$ cat src/rtl/wb_stage.sv
// Writeback stage: MEM/WB pipeline register, architectural register file with
// bypassed combinational read ports, forwarding taps and retired-instruction counter.
module wb_stage #(
  parameter int unsigned DATA_WIDTH     = 32,
  parameter int unsigned REG_ADDR_WIDTH = 5
) (
  input  logic                      clk,
  input  logic                      rst,
  input  logic                      wb_stall,
  input  logic                      mem_valid,
  input  logic [REG_ADDR_WIDTH-1:0] mem_drnum,
  input  logic                      mem_reg_we,
  input  logic [DATA_WIDTH-1:0]     mem_reg_data,
  input  logic [REG_ADDR_WIDTH-1:0] rs1num,
  input  logic [REG_ADDR_WIDTH-1:0] rs2num,
  output logic [DATA_WIDTH-1:0]     rs1_data,
  output logic [DATA_WIDTH-1:0]     rs2_data,
  output logic                      wb_valid,
  output logic [REG_ADDR_WIDTH-1:0] wb_drnum,
  output logic                      wb_reg_we,
  output logic [DATA_WIDTH-1:0]     wb_reg_data,
  output logic                      wb_commit,
  output logic [31:0]               wb_instret
);

  localparam int unsigned NUM_REGS = 2 ** REG_ADDR_WIDTH;

  logic [DATA_WIDTH-1:0] regs [NUM_REGS];
  logic                  mem_we_eff;

  // Qualify the write enable at capture so WB consumers see it ready to use.
  assign mem_we_eff = mem_reg_we && mem_valid && (mem_drnum != '0);

  assign wb_commit = wb_valid && !wb_stall;

  // MEM/WB pipeline register; stall freezes it.
  always_ff @(posedge clk or posedge rst) begin
    if (rst) begin
      wb_valid    <= 1'b0;
      wb_drnum    <= '0;
      wb_reg_we   <= 1'b0;
      wb_reg_data <= '0;
    end else if (!wb_stall) begin
      wb_valid    <= mem_valid;
      wb_drnum    <= mem_drnum;
      wb_reg_we   <= mem_we_eff;
      wb_reg_data <= mem_reg_data;
    end
  end

  // Register file; entry 0 is never written because wb_reg_we excludes index 0.
  always_ff @(posedge clk or posedge rst) begin
    if (rst) begin
      for (int i = 0; i < NUM_REGS; i++) begin
        regs[i] <= '0;
      end
    end else if (wb_commit && wb_reg_we) begin
      regs[wb_drnum] <= wb_reg_data;
    end
  end

  // Retired-instruction counter, wraps silently.
  always_ff @(posedge clk or posedge rst) begin
    if (rst) begin
      wb_instret <= '0;
    end else if (wb_commit) begin
      wb_instret <= wb_instret + 32'd1;
    end
  end

  // Read port A with WB bypass (bypass holds through stalls).
  always_comb begin
    rs1_data = regs[rs1num];
    if (rs1num == '0) begin
      rs1_data = '0;
    end else if (wb_reg_we && (wb_drnum == rs1num)) begin
      rs1_data = wb_reg_data;
    end
  end

  // Read port B, identical structure.
  always_comb begin
    rs2_data = regs[rs2num];
    if (rs2num == '0) begin
      rs2_data = '0;
    end else if (wb_reg_we && (wb_drnum == rs2num)) begin
      rs2_data = wb_reg_data;
    end
  end

endmodule
$ cat config.mk
export PLATFORM = sky130hd
export DESIGN_NAME = wb_stage
export DESIGN_NICKNAME = d
export VERILOG_FILES = /design/src/rtl/wb_stage.sv
export SDC_FILE = /design/constraint.sdc
export NUM_CORES = 2
export LEC_CHECK = 0
export CAP_MARGIN = 20
export CORE_AREA = 5 5 388 390
export DETAILED_ROUTE_END_ITERATION = 7
export DIE_AREA = 0 0 393 395
export GPL_ROUTABILITY_DRIVEN = 0
export HOLD_SLACK_MARGIN = 0.06
export SETUP_SLACK_MARGIN = 0.3
export SKIP_LAST_GASP = 1
export SLEW_MARGIN = 10
export SYNTH_ARGS = -nofsm -noshare
export SYNTH_HDL_FRONTEND = slang
export SYNTH_SLANG_ARGS = --single-unit
$ cat constraint.sdc
create_clock -name clk -period 43.5 [get_ports clk]
set_input_delay 8.7 -clock clk [delete_from_list [all_inputs] [get_ports clk]]
set_output_delay 8.7 -clock clk [all_outputs]
set_load 0.01 [all_outputs]
== Yosys cells after proc, flatten, opt, wreduce, memory -nomap -nowiden ==
Cells that the tools add are included.

* Reductions and logical operators: 11
* $add $sub $neg: 1
* $lt $le $gt $ge: 4
* Bitwise logic cells: 3
* Equal/unequal tests: 2
* Muxes and demuxes: 13

{| class="wikitable"
|+ Operators by type and width
! cell !! count
|-
| bitwise mux 1024 bit || 1
|-
| binary-select mux 32 bit (select 5 bit) || 2
|-
| two-way mux 32 bit || 9
|-
| demux 32 bit (select 5 bit) || 1
|-
| adder 32 x 1 -> 32 bit, second input constant || 1
|-
| greater-or-equal comparator 6 bit, second input constant || 3
|-
| NOT 5 -> 6 bit || 3
|-
| equality test 5 bit || 2
|-
| logical NOT 5 bit || 2
|-
| logical AND 1 bit || 7
|-
| less-than comparator 6 x 1 -> 1 bit, second input constant || 1
|-
| nonzero test 5 bit || 1
|-
| logical NOT 1 bit || 1
|}

* Flip-flop bits (word level): 1,095
* Logic and storage cells: 71
* Input port bits: 52
* Output and inout bits: 136

== Logic depth before layout (Yosys ltp) ==
* Word-level depth: 6
* Mapped depth: 10
* Gate-level depth less buffers: 7

== Worst setup path before layout ==
Ideal clock, no wire load.

* Path kind: input to output
* Start: input rs2num[0]
* End: output rs2_data[23]
* Required time: 34.800 ns
* Stages on the path: 7
* Data arrival time: 10.284 ns
* Path slack: 24.516 ns
* Path buffers: 3
* Cells stage by stage: buf_2 -> buf_6 -> buf_2 -> mux4_2 -> mux4_2 -> a21oi_1 -> a21oi_1

* Cells in the longest elaborated chain, start to end: 6
* Elaborated cells between the ends (all ways): 9
* Classes of those cells: eq/ne (1); mux (5); bitwise (1); reduce/logical (2)

{| class="wikitable"
|+ Ends and longest elaborated chain
! what !! RTL line !! source
|-
| start: declaration || 15 || <nowiki>input logic [REG_ADDR_WIDTH-1:0] rs2num,</nowiki>
|-
| NOT 5 -> 6 bit (implied by the code) || 83 || <nowiki>rs2_data = regs[rs2num];</nowiki>
|-
| binary-select mux 32 bit (select 5 bit) || 83 ||
|-
| two-way mux 32 bit (implied by the code) (2 in a row) || 83 ||
|-
| two-way mux 32 bit || 86 || <nowiki>end else if (wb_reg_we && (wb_drnum == rs2num)) begin</nowiki>
|-
| two-way mux 32 bit * || 84 || <nowiki>if (rs2num == '0) begin</nowiki>
|-
| end: declaration || 17 || <nowiki>output logic [DATA_WIDTH-1:0] rs2_data,</nowiki>
|}

Mark *: on every way between the ends. The rest lies on a longest branch, timed or not. The select of a mux whose other input is x is not followed.

== Final worst setup path ==
* Start: input rs1num[1]
* End: output rs1_data[1]

* Cells in the longest elaborated chain, start to end: 6
* Elaborated cells between the ends (all ways): 9
* Classes of those cells: eq/ne (1); mux (5); bitwise (1); reduce/logical (2)

{| class="wikitable"
|+ Ends and longest elaborated chain
! what !! RTL line !! source
|-
| start: declaration || 14 || <nowiki>input logic [REG_ADDR_WIDTH-1:0] rs1num,</nowiki>
|-
| NOT 5 -> 6 bit (implied by the code) || 73 || <nowiki>rs1_data = regs[rs1num];</nowiki>
|-
| binary-select mux 32 bit (select 5 bit) || 73 ||
|-
| two-way mux 32 bit (implied by the code) (2 in a row) || 73 ||
|-
| two-way mux 32 bit || 76 || <nowiki>end else if (wb_reg_we && (wb_drnum == rs1num)) begin</nowiki>
|-
| two-way mux 32 bit * || 74 || <nowiki>if (rs1num == '0) begin</nowiki>
|-
| end: declaration || 16 || <nowiki>output logic [DATA_WIDTH-1:0] rs1_data,</nowiki>
|}

Marks and branches as above.

==> metrics.log <==
[metrics] outcome: finished clean
[metrics] flops & latches, synth: 1095
[metrics] HPWL after DPL: 113600 um
[metrics] cell area after technology mapping: 58210 sq um
[metrics] number of nets with antenna violations after routing: 0
[metrics] maximum root-to-sink buffer count: 3
[metrics] most frequently used flop master after synthesis: dfrtp_1
[metrics] fraction of the yosys area taken by sequential cells: 47.08%
[metrics] total CTS buffers: 132
[metrics] HP Class: flop to flop
[metrics] Post-Route Skew: 0.02375 ns
[metrics] maxcap violations: 0
[metrics] Commonest cells post-synth: dfrtp_1 (1095), mux2_2 (973), mux4_2 (458)
[metrics] number of nets in the finished design: 4070
[metrics] global-route wire length before repair: 292500 um
[metrics] TritonCTS clock tree: done
[metrics] Achievable Freq: 0.04572 GHz
[metrics] top-area cell type share of the netlist area: 47.08%
[metrics] final setup violation count: 0
[metrics] port buffer count: 187
[metrics] starting density of the core: 39.66%
[metrics] cell taking the most area after synthesis: dfrtp_1
[metrics] total gr overflow: 0
[metrics] count of unique library cells instantiated by Yosys: 66
[metrics] minimum period implied by the final worst setup slack: 21.87 ns
[metrics] hold violation total from the final report: 0
[metrics] largest net degree at the start of global routing: 162
[metrics] max_slew headroom: 17.33%
[metrics] row count: 141
[metrics] Remaining DRCs: 0
[metrics] clock-pin slew on the worst setup and hold paths: 0.05 ns
[metrics] Post-CTS Setup Repair Bufs: 0
[metrics] type of the worst setup path: primary input to primary output
[metrics] detailed-route vias per instance: 6.396
[metrics] # H-tree levels: 4
[metrics] largest fanout on the critical path: 89
[metrics] latest clock arrival within the worst-skew pair: 0.77 ns
[metrics] fin. max-slew vios: 0
[metrics] Worst Path Arrival: 13.17 ns
[metrics] Top Ports: 188
[metrics] required time of the worst setup path: 34.80 ns
[metrics] hold buffer count at cts: 0
[metrics] LEAKAGE: 29.88 nW
[metrics] most frequently used cell type in the post-synthesis netlist: dfrtp_1
[metrics] antenna violations before repair: 1
[metrics] worst IR drop on VDD: 40.78 uV
[metrics] Die Outline Area: 155200 sq um
[metrics] number of cells produced by synthesis: 3982
[metrics] Avg Synthesized Cell Area: 14.62 sq um
[metrics] layout overhead on the synthesized area: 13.63%
[metrics] Post-synth EDFFs: 0
[metrics] fraction of final layout cells sized beyond drive strength 1: 45.13%
[metrics] wire per inst: 33.60 um
[metrics] most area-consuming cells after synthesis: dfrtp_1 (47%), mux2_2 (19%), mux4_2 (18%), mux2i_1 (2.1%), mux2_1 (1.8%)
[metrics] WHS: 0.4713 ns
[metrics] total power per unit cell area: 39.72 nW/um^2
[metrics] core box area: 146800 sq um
[metrics] YS warnings: 0
[metrics] nature of the critical path startpoint: primary input
[metrics] drt pass-1 iters: 7
[metrics] number of gates given a new drive strength after cts: 0
[metrics] aggregate negative setup slack: 0 ns
[metrics] vias in the first global route: 39320
[metrics] Critical Path Sink Type: primary output
[metrics] horizontal die dimension: 393 um
[metrics] wirelength, routed: 203000 um
[metrics] cell at the root of the clock tree: clkbuf_16
[metrics] syn nets: 4035
[metrics] unrepaired setup endpoints after global routing: false
[metrics] ratio of final minimum period to clock period: 50.28%
[metrics] GRT Overall Usage: 26.01%
[metrics] number of clock sinks: 1095
[metrics] Synth async-reset ratio: 100.0%
[metrics] Iter 0 DRT Violations: 3978
[metrics] via count: 38650
[metrics] Die Ht: 395 um
[metrics] slew of the pin with the lowest slew margin: 1.240 ns
[sequential cells by signal (all words and copies together), names as in the netlist]
register     flops
regs          1024
wb_reg_we        1
wb_instret      32
wb_valid         1
wb_reg_data     32
wb_drnum         5
[per-layer routing]
metal / track usage (%) / vias up / wire [um]
li1: - / 15450 / -
met5: 0 / - / 0
met1: 35.90 / 21000 / 84530
met4: 9.982 / 0 / 8543
met2: 39.72 / 1806 / 92540
met3: 6.512 / 395 / 17370
[worst max-delay path, stage by stage]
cell             delay [ns]
buf_8                  0.51
buf_12                 0.59
buf_4                  0.85
and2_1                 0.31
buf_4                  0.45
a221oi_1               0.17
o21ai_0                0.21
nand3_1                0.09
a21oi_1                0.23
a21oi_1                0.21
clkdlybuf4s50_1        0.57
[cells by family (layout without fill, tap and decap cells)]
kind of cell	Yosys count	in the layout	synth area share [%]
muxes	1650	1650	40.51
DFF	1095	1095	47.08
AOI/OAI and AO/OA	419	419	5.097
adders and majority gates	1	1	0.02149
xor gates and xnor gates	41	41	0.6169
and+or+nand+nor	349	349	3.070
other	0	2	0
buffers and inverters	427	555	3.607
[cell usage in the layout (no fill, tap or decap), drive strengths merged, types with 11 or more instances in the layout]
cell type / n
nor2b: 18
xor2: 19
mux4: 458
nor3b: 11
a21oi: 36
inv: 16
nand2b: 14
dfrtp: 1095
clkinv: 22
a22o: 15
nand2: 95
nor2: 94
xnor2: 22
a221oi: 18
o22ai: 102
clkdlybuf4s50: 178
nor3: 16
a221o: 12
a22oi: 103
nand3: 38
o2111a: 15
clkbuf: 191
buf: 137
mux2i: 125
nand4: 20
o21ai: 68
mux2: 1067
[final timing paths]
path                            cells past startpoint               to  slack, ns      startpoint
worst max-delay path                               11      rs1_data[1]      21.63       rs1num[1]
worst min-delay path                                1   wb_instret[31]       0.47  wb_instret[31]
worst max register to register                      4        regs[338]      39.97       wb_reg_we
worst min register to register                      1   wb_instret[31]       0.47  wb_instret[31]
max in group asynchronous                           6        regs[349]      30.70             rst
min in group asynchronous                           2  wb_reg_data[27]       8.56             rst
[metrics by stage]
stage	cell area [sq um]	instances	util, %	total power [mW]	setup slack, ns
final	66140	6042	45.06	2.628	21.63
after global routing	66140	6040	45.06	2.721	21.49
after CTS	66060	6037	45.00	2.645	21.65
after detailed placement	61730	5810	42.06	1.524	21.65
after global placement	61700	5808	42.03	1.517	21.65
after floorplan	58210	3982	-	1.395	3.970
[power breakdown]
part / switching (mW) / internal, mW / total (mW)
registers: 0.0639 / 1.09 / 1.16
clock network: 0.449 / 0.669 / 1.12
logic: 0.182 / 0.172 / 0.354
[area by class of cell]
type | instances | area (sq um)
sequential | 1095 | 27400
clock inverter | 36 | 414.1
timing repair buffer | 315 | 2973
antenna | 2 | 5.005
inverter | 13 | 56.30
fill | 13110 | 80640
clock buffer | 191 | 3913
tap | 1930 | 2415
multi-input combinational | 2460 | 28970
No activity file was read; power rests on OpenSTA's default activity.
